### config.mk
export PLATFORM = sky130hd
export DESIGN_NAME = ex_muldiv_seq
export DESIGN_NICKNAME = d
export VERILOG_FILES = /design/src/rtl/ex_muldiv_seq.sv
export SDC_FILE = /design/constraint.sdc
export NUM_CORES = 1
export LEC_CHECK = 0
export CAP_MARGIN = 20
export CORE_ASPECT_RATIO = 1.1
export CORE_MARGIN = 8
export CORE_UTILIZATION = 57
export DETAILED_ROUTE_END_ITERATION = 12
export PLACE_DENSITY = 0.8
export SLEW_MARGIN = 20
export SYNTH_ARGS = -nofsm -noshare
export SYNTH_HDL_FRONTEND = slang
export SYNTH_SLANG_ARGS = --single-unit
### constraint.sdc
create_clock -name clk -period 3.9 [get_ports clk]
set_clock_uncertainty 0.15 [all_clocks]
set_input_delay 0.39 -clock clk [delete_from_list [all_inputs] [get_ports clk]]
set_output_delay 0.39 -clock clk [all_outputs]
set_load 0.01 [all_outputs]
### src/rtl/ex_muldiv_seq.sv
// ex_muldiv_seq: iterative MULT/MULTU/DIV/DIVU sequencer beside the EX ALU, owning HI/LO.
// Define EX_MULDIV_DIV_EN to build the restoring divider; otherwise divides retire as no-ops.
module ex_muldiv_seq #(
    parameter int NB_DATA = 32
) (
    input  logic               clk,
    input  logic               i_reset,
    input  logic               i_step,
    input  logic               i_start,
    input  logic [1:0]         i_op,
    input  logic [NB_DATA-1:0] i_data_A,
    input  logic [NB_DATA-1:0] i_data_B,
    output logic               o_stall,
    output logic               o_done,
    output logic               o_div_zero,
    output logic [NB_DATA-1:0] o_hi,
    output logic [NB_DATA-1:0] o_lo
);
    localparam int CW = (NB_DATA > 2) ? $clog2(NB_DATA) : 1;
    localparam logic [CW-1:0] LAST_ITER = CW'(NB_DATA - 1);

    typedef enum logic [2:0] {S_IDLE, S_MUL, S_DIV, S_FIX, S_DONE} state_t;
    state_t state_reg, state_next;

    logic [CW-1:0]        cnt_reg;
    logic [NB_DATA-1:0]   mcand_reg;   // multiplicand, or divisor magnitude
    logic [2*NB_DATA-1:0] acc_reg;     // product, or {remainder, dividend->quotient}
    logic                 neg_res_reg;
    logic [NB_DATA-1:0]   hi_reg, lo_reg;
    logic                 stall_raw, done_raw;

    logic               op_signed, op_div, a_neg, b_neg;
    logic [NB_DATA-1:0] a_mag, b_mag;

    assign op_signed = ~i_op[0];
    assign op_div    = i_op[1];
    assign a_neg     = op_signed & i_data_A[NB_DATA-1];
    assign b_neg     = op_signed & i_data_B[NB_DATA-1];
    assign a_mag     = a_neg ? -i_data_A : i_data_A;
    assign b_mag     = b_neg ? -i_data_B : i_data_B;

    // Radix-2 shift-add step: add into the upper half, then shift the whole accumulator right.
    logic [NB_DATA:0]     mul_sum;
    logic [2*NB_DATA-1:0] mul_next, prod_fix;
    assign mul_sum  = {1'b0, acc_reg[2*NB_DATA-1:NB_DATA]} + (acc_reg[0] ? {1'b0, mcand_reg} : '0);
    assign mul_next = {mul_sum, acc_reg[NB_DATA-1:1]};
    assign prod_fix = neg_res_reg ? -acc_reg : acc_reg;

`ifdef EX_MULDIV_DIV_EN
    logic                 div_op_reg, neg_rem_reg, div_zero_reg, b_zero;
    logic [NB_DATA:0]     div_shift;
    logic [NB_DATA-1:0]   div_diff, quo_fix, rem_fix;
    logic                 div_ge;
    logic [2*NB_DATA-1:0] div_next;

    assign b_zero    = (i_data_B == '0);
    assign div_shift = {acc_reg[2*NB_DATA-1:NB_DATA], acc_reg[NB_DATA-1]};
    assign div_ge    = (div_shift >= {1'b0, mcand_reg});
    // When the trial subtract succeeds the true difference is below the divisor, so N bits suffice.
    assign div_diff  = div_shift[NB_DATA-1:0] - mcand_reg;
    assign div_next  = div_ge ? {div_diff, acc_reg[NB_DATA-2:0], 1'b1}
                              : {div_shift[NB_DATA-1:0], acc_reg[NB_DATA-2:0], 1'b0};
    assign quo_fix   = neg_res_reg ? -acc_reg[NB_DATA-1:0] : acc_reg[NB_DATA-1:0];
    assign rem_fix   = neg_rem_reg ? -acc_reg[2*NB_DATA-1:NB_DATA] : acc_reg[2*NB_DATA-1:NB_DATA];
`endif

    always_comb begin
        state_next = state_reg;
        stall_raw  = 1'b0;
        done_raw   = 1'b0;
        case (state_reg)
            S_IDLE: begin
                if (i_start) begin
                    stall_raw = 1'b1;
                    if (!op_div)
                        state_next = S_MUL;
`ifdef EX_MULDIV_DIV_EN
                    else if (b_zero)
                        state_next = S_DONE;
                    else
                        state_next = S_DIV;
`else
                    else
                        state_next = S_DONE;
`endif
                end
            end
            S_MUL: begin
                stall_raw = 1'b1;
                if (cnt_reg == LAST_ITER)
                    state_next = S_FIX;
            end
`ifdef EX_MULDIV_DIV_EN
            S_DIV: begin
                stall_raw = 1'b1;
                if (cnt_reg == LAST_ITER)
                    state_next = S_FIX;
            end
`endif
            S_FIX: begin
                stall_raw  = 1'b1;
                state_next = S_DONE;
            end
            S_DONE: begin
                done_raw   = 1'b1;
                state_next = S_IDLE;
            end
            default: state_next = S_IDLE;
        endcase
    end

    always_ff @(posedge clk or negedge i_reset) begin
        if (!i_reset)
            state_reg <= S_IDLE;
        else if (i_step)
            state_reg <= state_next;
    end

    always_ff @(posedge clk or negedge i_reset) begin
        if (!i_reset) begin
            cnt_reg      <= '0;
            mcand_reg    <= '0;
            acc_reg      <= '0;
            neg_res_reg  <= 1'b0;
            hi_reg       <= '0;
            lo_reg       <= '0;
`ifdef EX_MULDIV_DIV_EN
            div_op_reg   <= 1'b0;
            neg_rem_reg  <= 1'b0;
            div_zero_reg <= 1'b0;
`endif
        end else if (i_step) begin
            case (state_reg)
                S_IDLE: begin
                    if (i_start) begin
                        cnt_reg     <= '0;
                        neg_res_reg <= a_neg ^ b_neg;
                        mcand_reg   <= op_div ? b_mag : a_mag;
                        acc_reg     <= {{NB_DATA{1'b0}}, (op_div ? a_mag : b_mag)};
`ifdef EX_MULDIV_DIV_EN
                        div_op_reg   <= op_div;
                        neg_rem_reg  <= a_neg;
                        div_zero_reg <= op_div & b_zero;
                        if (op_div && b_zero) begin
                            hi_reg <= i_data_A;
                            lo_reg <= '1;
                        end
`endif
                    end
                end
                S_MUL: begin
                    acc_reg <= mul_next;
                    cnt_reg <= cnt_reg + CW'(1);
                end
`ifdef EX_MULDIV_DIV_EN
                S_DIV: begin
                    acc_reg <= div_next;
                    cnt_reg <= cnt_reg + CW'(1);
                end
`endif
                S_FIX: begin
`ifdef EX_MULDIV_DIV_EN
                    if (div_op_reg) begin
                        hi_reg <= rem_fix;
                        lo_reg <= quo_fix;
                    end else
`endif
                    begin
                        hi_reg <= prod_fix[2*NB_DATA-1:NB_DATA];
                        lo_reg <= prod_fix[NB_DATA-1:0];
                    end
                end
                default: ;
            endcase
        end
    end

    // Reset must silence the stall even while EX still presents i_start.
    assign o_stall = stall_raw & i_reset;
    assign o_done  = done_raw;
    assign o_hi    = hi_reg;
    assign o_lo    = lo_reg;
`ifdef EX_MULDIV_DIV_EN
    assign o_div_zero = done_raw & div_zero_reg;
`else
    assign o_div_zero = 1'b0;
`endif

endmodule

==> metrics.txt, run 1 <==
Synth async-reset ratio 100%; nets 1567; final-report setup violation count 0; max FFs per register 64; vias in the first global route 10400; Post-CTS Resized 0; post-layout min period 3350 ps; Initial Utilization 57.8%; Slew @ Worst Pin 833 ps; Area after DPL 13100 um^2; Synth top area share 36.9%; Slew headroom 44.2%; first drt pass iteration count 6; Pleak 5.58 nW; gr usage total 28.5%; largest cells by area after synthesis dfrtp_1 (37%), xor2_1 (7.8%), nand2_1 (6.7%), o21ai_0 (4.5%), ha_1 (4.0%); post-synth top area cell dfrtp_1; CTS root buf clkbuf_16; Wirelength per Cell 20.1 um; cell area after layout 13700 um^2; Syn Area/Cell 8.46 um^2; P&R area growth vs syn 19.4%; DR DRC count 0; detailed-placement wirelength estimate 26700 um; Worst EP arrival 3520 ps; gpl congestion 0.939; Compound-Gate Fraction of Synth Area 24.7%; IO Count 137; power density over cell area 560 nW/um^2; status finished, final reports clean; number of CTS-inserted buffers 17; # Post-CTS Setup Buffers 0; critical path class register to register; simple-gate portion of the synthesized area 19.4%; most common cell in the netlist nand2_1; reg2reg path depth 8; CTS tree built; synth warn 0; largest net degree at the start of global routing 107; EDFF count, synth 0; initial drt markers 802; MaxCap Viol Count 0; RSZ-0062 raised after global routing false; worst vdd ir 0.381 mV; register area share after synthesis 36.9%; TNS Setup 0 ps; #FFs+latches synth 169; clock buffer depth 2; number of H-tree levels 4; Post-CTS Hold Buffers 1; top_reg_cell synth dfrtp_1; fin crit share 86.0%; Die Ht 165 um; final WL 34700 um; total grt overflow 0; register-to-register setup slack 550 ps; combinational family with the most area after synthesis compound AO/OA/AOI/OAI gates; Skew-Pair Late Insertion Delay 440 ps; fraction of layout cells with a size suffix above 1 6.39%; worst-path maximum fanout 8; Die Wd 151 um; most frequent cells after synthesis nand2_1 (204), dfrtp_1 (169), o21ai_0 (103), xor2_1 (102), o21ai_1 (84); initial antenna violation count 0; clock-pin slew on the worst setup and hold paths 70 ps; mux contribution to synthesized area 0.831%; Final Max Tran Viols 0; Synth Area in Adders 4.22%; Clock Sinks 169; worst hold path type input pin to asynchronous set/reset pin; Fin. Hold Viols 0; critical path endpoint category register; Required @ worst endpoint 4060 ps; xor/xnor cell area share of the yosys netlist 10.5%; Critical R2R Launch acc_reg[13]; antenna cells 0; Netlist cell types 68; syn_nets 1462; Cell Rows 54; IO buf count 135; vias after detailed routing 10700; Startpoint Class register; DR vias/cell 6.22; Reg-to-Reg End o_hi[5]; first-pass GRT wire length 55400 um; core area 19800 um^2; post-route ant nets 0; Max Freq 0.298 GHz; Syn Std Cell Area 11400 um^2; Gate Count Post-Synth 1354; die area 24900 um^2
==> worst max-delay path by stage <==
stage	depth (start not counted)	to	slack [ps]	from
after floorplan	10	acc_reg[48]	980	acc_reg[0]
after global placement	10	acc_reg[12]	670	i_data_A[0]
after detailed placement	10	acc_reg[22]	580	i_data_A[0]
after CTS	11	acc_reg[63]	580	acc_reg[0]
after global routing	11	acc_reg[63]	290	acc_reg[0]
final	8	o_hi[5]	550	acc_reg[13]
==> cells in the final DEF, fill, tap and decap left out, drive strengths merged, types with 26 or more instances in the layout <==
| master | instances |
|---|---|
| a21oi | 66 |
| a22oi | 26 |
| and2 | 39 |
| buf | 28 |
| clkdlybuf4s50 | 133 |
| dfrtp | 169 |
| ha | 37 |
| inv | 32 |
| nand2 | 205 |
| nand3 | 26 |
| nor2 | 71 |
| o21ai | 187 |
| o31ai | 32 |
| xnor2 | 35 |
| xor2 | 102 |
==> cell type report <==
| class | count | area, um^2 |
|---|---|---|
| Sequential cell | 169 | 4230 |
| Timing Repair Buffer | 162 | 1590 |
| Clock inverter | 12 | 130 |
| Clock buffer | 20 | 457 |
| Inverter | 26 | 97.6 |
| Fill cell | 1675 | 6130 |
| Tap cell | 252 | 315 |
| Multi-Input combinational cell | 1083 | 6850 |
==> layer usage <==
metal  GRT usage, %  wire [um]  vias to the layer above
met4           13.0       1350                        0
met1           36.2      14400                     5053
met3           5.32       2620                       88
met5              0          0                        -
li1               -          -                     5121
met2           46.5      16400                      469
==> critical path, cell delays in order (launching register included) <==
cell	delay, ps
dfrtp_1	430
or4_1	670
nor4_2	550
and4bb_1	540
buf_4	200
nand2_4	100
o31ai_1	340
xor2_1	180
o21ai_1	70
==> stage by stage <==
step                setup WS, ps  cells  hold slack [ps]  total power, W  util (%)
CTS                          577   1724              270         0.00764      69.0
floorplan                    983   1354            -55.6         0.00489         -
finish                       546   1724              261         0.00765      69.0
detailed placement           581   1691              146         0.00591      66.0
global placement             665   1691              148         0.00582      66.0
global route                 290   1724              290         0.00814      69.0
==> logic make-up (layout without fill, tap and decap cells) <==
family / count (synthesis) / in the layout
other cells: 1 / 1
mux: 9 / 9
compound gates: 441 / 441
flops: 169 / 169
buf+inv: 102 / 220
xor+xnor: 137 / 137
simple gates: 457 / 457
fa+ha+maj: 38 / 38
==> power breakdown <==
group	internal, W	switching (W)
clock network	0.000936	0.000774
logic	0.00128	0.00178
registers	0.00220	0.000691
No activity file was read; power rests on OpenSTA's default activity.
==> inputs of run 2 (changes only) <==
CTS_CLUSTER_SIZE = 28   (was not set)
GPL_ROUTABILITY_DRIVEN = 0   (was not set)
TNS_END_PERCENT = 1   (was not set)
==> metrics.txt, run 2 (synthesized netlist as in run 1, its figures left out) <==
initial drt markers 939 (+17%); status finished, final reports clean; Slew headroom 34.8% (-9.5 points); max FFs per register 64 (unchanged); initial antenna violation count 0 (unchanged); vias in the first global route 10600 (+2.4%); post-layout min period 3310 ps (-48.2 ps); met3 GRT Util 4.11% (-1.2 points); Fin. Hold Viols 0 (unchanged); final WL 33400 um (-3.7%); largest net degree at the start of global routing 73 (-32%); Wirelength per Cell 19.4 um (-3.7%); number of CTS-inserted buffers 17 (unchanged); Startpoint Class register; Worst EP arrival 3520 ps (about the same); die area 24900 um^2 (unchanged); IO Count 137 (unchanged); Required @ worst endpoint 4120 ps (+60 ps); Critical R2R Launch acc_reg[0]; fin crit share 84.8% (-1.2 points); Initial Utilization 57.8% (unchanged); critical path class register to register; power density over cell area 560 nW/um^2 (+0.13%); met1 GRT Util 34.7% (-1.5 points); register-to-register setup slack 590 ps (+50 ps); Cell Rows 54 (unchanged); reg2reg path depth 10 (+2); vias after detailed routing 10900 (+1.5%); commonest non-fill, non-tap cell in the layout nand2_1; Slew @ Worst Pin 965 ps (+131 ps); P&R area growth vs syn 19.5% (about the same); first-pass GRT wire length 54200 um (-2.1%); CTS root buf clkbuf_16; Clock Sinks 169 (unchanged); hold_ws 324 ps (+62.7 ps); post-route ant nets 0 (unchanged); worst vdd ir 0.372 mV (-2.3%); IO buf count 135 (unchanged); worst hold path type input pin to asynchronous set/reset pin; Max Freq 0.303 GHz (+1.5%); antenna cells 0 (unchanged); Pleak 5.59 nW (about the same); Die Ht 165 um (unchanged); Skew-Pair Late Insertion Delay 440 ps (about the same); CTS tree built; gr usage total 27.6% (-0.98 points); DP Worst Slack 624 ps (+42.4 ps); crit path to acc_reg[58]; Die Wd 151 um (unchanged); TNS Setup 0 ps (unchanged); clock buffer depth 2 (unchanged); fraction of layout cells with a size suffix above 1 6.45% (+0.068 points); first drt pass iteration count 6 (unchanged); final-report setup violation count 0 (unchanged); number of H-tree levels 4 (unchanged); Worst Setup SP acc_reg[0]; total grt overflow 0 (unchanged); critical path endpoint category register; clock-pin slew on the worst setup and hold paths 70 ps (about the same); MaxCap Viol Count 0 (unchanged); PnR worst setup slack 595 ps (+48.2 ps); detailed-placement wirelength estimate 25400 um (-4.7%); GR Util met2 44.0% (-2.5 points); core area 19800 um^2 (unchanged); GRT busiest layer met2; Reg-to-Reg End acc_reg[58]; DR DRC count 0 (unchanged); RSZ-0062 raised after global routing false; Post-CTS Resized 0 (unchanged); commonest cells after routing, fill and taps aside nand2_1 (203), dfrtp_1 (168), clkdlybuf4s50_1 (133); worst-path maximum fanout 19 (+11); Final Max Tran Viols 0 (unchanged); nets 1568 (+0.064%); Total Power 0.00767 W (+0.21%); DR vias/cell 6.32 (+1.5%)
-- run 2: changes by cell type in the layout (fill, tap and decap cells not counted) --
cell,change
bufinv_16,+1
clkbuf_1,-1
clkinv_4,+2
buf_12,-1
inv_6,-3
buf_4,+2
inv_8,+1
clkbuf_8,-1
-- run 2: cell type report --
cell class / count / area, um^2
Timing Repair Buffer: 163 / 1590
Tap cell: 252 / 315
Multi-Input combinational cell: 1083 / 6850
Clock inverter: 13 / 163
Clock buffer: 18 / 439
Sequential cell: 169 / 4230
Inverter: 26 / 97.6
Fill cell: 1617 / 6120
-- run 2: worst min path at each step --
stage,start,to,slack (ps),cells past startpoint
2_1_floorplan,i_reset,acc_reg[0],-60,0
3_3_place_gp,i_reset,o_hi[10],230,1
3_5_place_dp,i_reset,o_hi[10],230,1
4_1_cts,mcand_reg[15],mcand_reg[15],330,2
5_1_grt,o_hi[16],o_hi[16],360,2
6_report,i_reset,o_hi[10],320,2
-- run 2: repair_timing --
item | CTS | global route
endpoints found under the hold margin | 53 | 0
buffers inserted | 0 | 0
hold buffers | 1 | 0
-- run 2: worst max-delay path, stage by stage, from the launching register on --
cell and delay (ps):
dfrtp_1 550, buf_4 290, and2_1 150, ha_1 290, a21oi_1 260, o22ai_1 160, a221oi_1 430, nor2b_1 260
a21oi_1 140, or4_1 480, nand3_1 80
-- run 2: per-layer routing --
layer / up-vias / part of all wire (%)
met5: - / 0
met2: 498 / 46
met1: 5149 / 41
met3: 118 / 7.0
met4: 0 / 5.6
li1: 5129 / -
-- run 2: power breakdown --
group	leakage (nW)	internal, W	switching [W]
combinational	3.07	0.00126	0.00175
sequential	2.22	0.00219	0.000703
clock	0.293	0.000979	0.000773
total	5.59	0.00444	0.00323
-- run 2: per-stage QoR --
step / instance area [um^2] / std cells / utilization, %
floorplan: 11400 / 1354 / -
global placement: 13100 / 1692 / 66.0
detailed placement: 13100 / 1692 / 66.0
CTS: 13700 / 1724 / 69.1
global route: 13700 / 1724 / 69.1
finish: 13700 / 1724 / 69.1
